File: src/rtl/wb_write_queue_if.sv
// Handshake and register-file write bundle for wb_write_queue.
// The master drives results and hold. The slave (the queue) drives readies, write ports and occupancy.
interface wb_write_queue_if #(
    parameter int DEPTH = 8,
    parameter int AW    = 5,
    parameter int DW    = 32
);
    localparam int CW = $clog2(DEPTH) + 1;

    logic          a_valid;
    logic          a_ready;
    logic [AW-1:0] a_addr;
    logic [DW-1:0] a_data;

    logic          b_valid;
    logic          b_ready;
    logic [AW-1:0] b_addr;
    logic [DW-1:0] b_data;

    logic          hold;

    logic          we1;
    logic [AW-1:0] wa1;
    logic [DW-1:0] wd1;
    logic          we2;
    logic [AW-1:0] wa2;
    logic [DW-1:0] wd2;

    logic [CW-1:0] count;
    logic          full;
    logic          empty;

    modport master (
        output a_valid, a_addr, a_data, b_valid, b_addr, b_data, hold,
        input  a_ready, b_ready, we1, wa1, wd1, we2, wa2, wd2, count, full, empty
    );

    modport slave (
        input  a_valid, a_addr, a_data, b_valid, b_addr, b_data, hold,
        output a_ready, b_ready, we1, wa1, wd1, we2, wa2, wd2, count, full, empty
    );
endinterface

File: src/rtl/wb_write_queue.sv
// Program-order writeback queue: two results in per cycle, and up to two drained per cycle to the register file.
// Latency: at least 1 cycle from acceptance to a write port. Readiness comes only from the registered count.
// Backpressure: A needs one free slot and B needs two. Hold freezes draining but not accepting.
module wb_write_queue #(
    parameter int DEPTH = 8,
    parameter int AW    = 5,
    parameter int DW    = 32
) (
    input  logic             clk,
    input  logic             rst_n,
    wb_write_queue_if.slave  bus
);
    localparam int PW = $clog2(DEPTH);
    localparam int CW = PW + 1;
    localparam logic [CW-1:0] DEPTH_C = CW'(DEPTH);
    localparam logic [CW-1:0] LIM_A   = CW'(DEPTH - 1);
    localparam logic [CW-1:0] LIM_B   = CW'(DEPTH - 2);

    logic [AW-1:0] addr_mem [DEPTH];
    logic [DW-1:0] data_mem [DEPTH];

    logic [PW-1:0] head;
    logic [PW-1:0] tail;
    logic [CW-1:0] cnt;

    logic [PW-1:0] head_p1;
    logic [PW-1:0] tail_p1;
    logic [PW-1:0] b_slot;
    logic          a_keep;
    logic          b_keep;
    logic [1:0]    n_keep;
    logic [1:0]    n_drain;

    // B may be accepted only when two slots are free, so the A+B pair always fits.
    assign bus.a_ready = (cnt <= LIM_A);
    assign bus.b_ready = (cnt <= LIM_B);

    // Writes to r0 are architecturally void, so they are consumed without taking a slot.
    assign a_keep  = bus.a_valid && bus.a_ready && (bus.a_addr != '0);
    assign b_keep  = bus.b_valid && bus.b_ready && (bus.b_addr != '0);
    assign n_keep  = {1'b0, a_keep} + {1'b0, b_keep};

    assign head_p1 = head + PW'(1);
    assign tail_p1 = tail + PW'(1);
    assign b_slot  = a_keep ? tail_p1 : tail;

    // Older entry goes to port 1. The register file gives port 2 priority on equal addresses.
    assign bus.we1 = !bus.hold && (cnt >= CW'(1));
    assign bus.we2 = !bus.hold && (cnt >= CW'(2));
    assign bus.wa1 = addr_mem[head];
    assign bus.wd1 = data_mem[head];
    assign bus.wa2 = addr_mem[head_p1];
    assign bus.wd2 = data_mem[head_p1];
    assign n_drain = {1'b0, bus.we1} + {1'b0, bus.we2};

    assign bus.count = cnt;
    assign bus.full  = (cnt == DEPTH_C);
    assign bus.empty = (cnt == '0);

    always_ff @(posedge clk or negedge rst_n) begin
        if (!rst_n) begin
            head <= '0;
            tail <= '0;
            cnt  <= '0;
        end else begin
            head <= head + PW'(n_drain);
            tail <= tail + PW'(n_keep);
            cnt  <= cnt + CW'(n_keep) - CW'(n_drain);
        end
    end

    // Payload storage needs no reset; occupancy alone decides what is valid.
    always_ff @(posedge clk) begin
        if (a_keep) begin
            addr_mem[tail] <= bus.a_addr;
            data_mem[tail] <= bus.a_data;
        end
        if (b_keep) begin
            addr_mem[b_slot] <= bus.b_addr;
            data_mem[b_slot] <= bus.b_data;
        end
    end

    always_ff @(posedge clk) begin
        if (rst_n) begin
            assert (cnt <= DEPTH_C);
            assert ({1'b0, cnt} + (CW+1)'(n_keep) >= (CW+1)'(n_drain));
            assert (!bus.we2 || bus.we1);
        end
    end
endmodule
File: src/flat_wrapper.sv
// flat-port wrapper written by rule: the top's interface ports become plain ports
module wb_write_queue_flat 
#(
    parameter int DEPTH = 8,
    parameter int AW    = 5,
    parameter int DW    = 32
)
  (clk, rst_n, bus_a_valid, bus_a_addr, bus_a_data, bus_b_valid, bus_b_addr, bus_b_data, bus_hold, bus_a_ready, bus_b_ready, bus_we1, bus_wa1, bus_wd1, bus_we2, bus_wa2, bus_wd2, bus_count, bus_full, bus_empty);
  wb_write_queue_if #(.DEPTH(DEPTH), .AW(AW), .DW(DW)) bus_i ();
  input  logic clk;
  input  logic rst_n;
  input wire logic [$bits(bus_i.a_valid)-1:0] bus_a_valid;
  input wire logic [$bits(bus_i.a_addr)-1:0] bus_a_addr;
  input wire logic [$bits(bus_i.a_data)-1:0] bus_a_data;
  input wire logic [$bits(bus_i.b_valid)-1:0] bus_b_valid;
  input wire logic [$bits(bus_i.b_addr)-1:0] bus_b_addr;
  input wire logic [$bits(bus_i.b_data)-1:0] bus_b_data;
  input wire logic [$bits(bus_i.hold)-1:0] bus_hold;
  output wire logic [$bits(bus_i.a_ready)-1:0] bus_a_ready;
  output wire logic [$bits(bus_i.b_ready)-1:0] bus_b_ready;
  output wire logic [$bits(bus_i.we1)-1:0] bus_we1;
  output wire logic [$bits(bus_i.wa1)-1:0] bus_wa1;
  output wire logic [$bits(bus_i.wd1)-1:0] bus_wd1;
  output wire logic [$bits(bus_i.we2)-1:0] bus_we2;
  output wire logic [$bits(bus_i.wa2)-1:0] bus_wa2;
  output wire logic [$bits(bus_i.wd2)-1:0] bus_wd2;
  output wire logic [$bits(bus_i.count)-1:0] bus_count;
  output wire logic [$bits(bus_i.full)-1:0] bus_full;
  output wire logic [$bits(bus_i.empty)-1:0] bus_empty;
  assign bus_i.a_valid = bus_a_valid;
  assign bus_i.a_addr = bus_a_addr;
  assign bus_i.a_data = bus_a_data;
  assign bus_i.b_valid = bus_b_valid;
  assign bus_i.b_addr = bus_b_addr;
  assign bus_i.b_data = bus_b_data;
  assign bus_i.hold = bus_hold;
  assign bus_a_ready = bus_i.a_ready;
  assign bus_b_ready = bus_i.b_ready;
  assign bus_we1 = bus_i.we1;
  assign bus_wa1 = bus_i.wa1;
  assign bus_wd1 = bus_i.wd1;
  assign bus_we2 = bus_i.we2;
  assign bus_wa2 = bus_i.wa2;
  assign bus_wd2 = bus_i.wd2;
  assign bus_count = bus_i.count;
  assign bus_full = bus_i.full;
  assign bus_empty = bus_i.empty;
  wb_write_queue #(.DEPTH(DEPTH), .AW(AW), .DW(DW)) u_core (.clk(clk), .rst_n(rst_n), .bus(bus_i));
endmodule
File: config.mk
export PLATFORM = sky130hd
export DESIGN_NAME = wb_write_queue_flat
export DESIGN_NICKNAME = d
export VERILOG_FILES = /design/src/rtl/wb_write_queue_if.sv /design/src/rtl/wb_write_queue.sv /design/src/flat_wrapper.sv
export SDC_FILE = /design/constraint.sdc
export NUM_CORES = 1
export LEC_CHECK = 0
export CELL_PAD_IN_SITES_DETAIL_PLACEMENT = 2
export CELL_PAD_IN_SITES_GLOBAL_PLACEMENT = 2
export CORE_MARGIN = 8
export CORE_UTILIZATION = 47
export CTS_CLUSTER_SIZE = 30
export DETAILED_ROUTE_END_ITERATION = 6
export PLACE_DENSITY = 0.92
export SLEW_MARGIN = 15
export SYNTH_ARGS = -nofsm -noshare
export SYNTH_HDL_FRONTEND = slang
export SYNTH_SLANG_ARGS = --single-unit
export TNS_END_PERCENT = 5
File: constraint.sdc
create_clock -name clk -period 13.55 [get_ports clk]
set_input_delay 2.71 -clock clk [delete_from_list [all_inputs] [get_ports clk]]
set_output_delay 2.71 -clock clk [all_outputs]
set_load 0.02 [all_outputs]
==> results.yml <==
logic_synthesis:
  synth.area.top_cells: "edfxtp_1 50%, mux2_2 23%, mux4_2 19%, dfrtp_1 1.4%, ha_1 1.1%"
  yosysTopAreaCell: "edfxtp_1"
  synth-edff-count: 296
  ys_async_sr_fraction: 0.0327
  synthFlopType: "edfxtp_1"
  synth_cell_types: 34
  syn_nets: 1100
  yosysWarnings: 0
  synth_area_per_cell_sq_um: 17.7
  synth_top_area_frac: 0.499
  yosysSeqAreaShare: 0.514
  yosys_register_bits: 306
  syn_area_sq_um: 17800
  synthCells: 1003
layout:
  area_growth_pct: 19.0
  final_net_count: 1245
  layout_common_cells: "365 x mux2_2, 296 x edfxtp_1, 162 x clkdlybuf4s50_1"
  final_common_cell: "mux2_2"
  drive_above_1_share: 0.520
  antenna_cells: 0
  final_cells: 1686
route:
  viasPerCell: 6.84
  drt_iter0_drc: 1205
  drc: 0
  ant_nets: 0
  wl_mm: 65.1
  drt-pass1-iter-count: 5
  vias: 11526
  wl_per_cell_um: 38.6
sta:
  min_period_ps: 7180
  timing.fmax_mhz: 139
  relSlewSlack: 0.219
  timing.final.crit_share: 0.530
  rsz0062_at_grt: "false"
  slew_viol_final: 0
  setup_tns_ps: 0
  timing_worst_slew_pin_value_ps: 1160
  finClkSkew_ps: 30.8
  finalHoldViolations: 0
  setup_viol_count_final: 0
floorplanning:
  ios: 163
  core_area_sq_um: 37500
  initial_core_util: 0.475
  die_y_um: 211
  die_x_um: 211
  dieArea_sq_um: 44300
  rows: 71
worst_hold_path:
  min_path_type: "reg -> reg"
place:
  dp_hpwl_mm: 36.7
  gp_congestion: 0.791
  dp_cells: 1622
  portBuffers: 162
clock_network:
  cts_tree: "yes"
  clkTransAtPathRegs_ps: 70
  cts_hold_buf: 0
  clk-insertion-delay-late_ps: 550
  h-tree-depth: 2
  cts_made_buffers: 35
  cts_resized: 0
  cts_sinks: 306
  clockRootBuffer: "clkbuf_16"
  cts_buffer_depth: 3
  post-cts-setup-buffers: 0
power_and_ir_drop:
  ir_drop_v: 0.000244
  power_density_nw_per_um2: 276
  power_leakage_nw: 7.02
worst_setup_path:
  critPathArrivalTime_ps: 4470
  startpoint_type: "flop"
  cp_top_family: "buffers and inverters"
  worstPathCellList: "ha_4 > buf_4 > mux4_2 > mux2_2 > clkdlybuf4s50_1"
  critPathMaxFanout: 46
  path_buf_inv: 2
  critical_path_class: "reg -> out"
  cp_slowest_cell: "ha_4"
  endpoint_kind: "output pin"
  max_stage_delay_ps: 1020
  cp.required_ps: 10840
global_route:
  grt_max_degree: 61
  grt-ovfl-total: 0
  grt_pass1_wl_mm: 95.0
  gr-usage-all-layers: 0.291
  grt_antenna_before_repair: 3
  grt_pass1_vias: 12787
job:
  drv_cap: 0
run_status:
  outcome: "completed"
==> cell usage after synthesis (4+ instances only) <==
library cell and instances:
mux2_2 365, buf_1 14, edfxtp_1 296, dfrtp_1 10, nor2_1 7, buf_2 11
o31ai_1 4, xnor2_1 5, inv_1 18, mux2_4 4, a32oi_1 5, nand2_1 12
buf_6 12, mux4_2 148, ha_1 16, buf_4 5, clkbuf_1 35, nor3_1 4
and3_1 4
==> layout make-up <==
class / count / area (sq um)
Timing Repair Buffer: 185 / 1790
Fill cell: 3180 / 16300
Clock buffer: 44 / 931
Sequential cell: 306 / 9150
Tap cell: 511 / 639
Multi-Input combinational cell: 602 / 8410
Clock inverter: 20 / 183
Inverter: 18 / 67.6
==> worst min-delay path: stages, from the launching register on <==
cell and delay [ps]:
dfrtp_1 400, inv_1 110, ha_1 160, xor2_1 70
==> sequential cells by signal, indices dropped and copies added, names as in the netlist <==
register	cells
u_core.bus.count	4
u_core.data_mem	256
u_core.head	3
u_core.addr_mem	40
u_core.tail	3
==> through the flow <==
| step | setup WS [ps] | total power [mW] | hold WS, ps | cell area (sq um) | util |
|---|---|---|---|---|---|
| after detailed placement | 6620 | 4.80 | 773 | 20000 | 0.535 |
| after global routing | 6100 | 6.04 | 841 | 21200 | 0.565 |
| after CTS | 6270 | 5.87 | 801 | 21200 | 0.565 |
| final | 6370 | 5.84 | 785 | 21200 | 0.565 |
| after floorplan | 6810 | 3.53 | 505 | 17800 | - |
| after global placement | 6880 | 4.63 | 769 | 20000 | 0.535 |
==> where the power goes <==
group / leakage (nW) / internal, mW / switching [mW]
combinational: 3.67 / 1.60 / 1.70
clock: 0.543 / 0.548 / 0.423
sequential: 2.81 / 1.34 / 0.227
total: 7.02 / 3.49 / 2.35
==> worst paths after layout <==
check                                    start                      to  slack, ps  cells after the start
min in group asynchronous                rst_n          u_core.head[1]       2530                      1
max in group asynchronous                rst_n          u_core.head[0]      10630                      1
hold / removal             u_core.bus.count[2]     u_core.bus.count[3]        780                      3
setup / recovery                u_core.head[1]              bus_wd2[9]       6370                      5
setup reg to reg           u_core.bus.count[3]  u_core.data_mem[7][14]       9320                      9
hold reg to reg            u_core.bus.count[2]     u_core.bus.count[3]        780                      3
==> kinds of logic after synthesis <==
kind of cell,synth area share
AO/OA/AOI/OAI,0.0107
adder cells (fa/ha/maj),0.0135
multiplexers,0.422
AND/OR/NAND/NOR,0.00914
flip-flops,0.514
buffers and inverters,0.0269
XOR/XNOR,0.00394
==> per-layer routing <==
metal / wire [um] / GRT usage / vias to the layer above
met2: 33200 / 0.501 / 626
met1: 24900 / 0.364 / 6254
met5: 35 / 0 / -
met4: 2570 / 0.113 / 6
li1: - / - / 4474
met3: 4370 / 0.0515 / 166
Power figures use the tool's default switching activity.
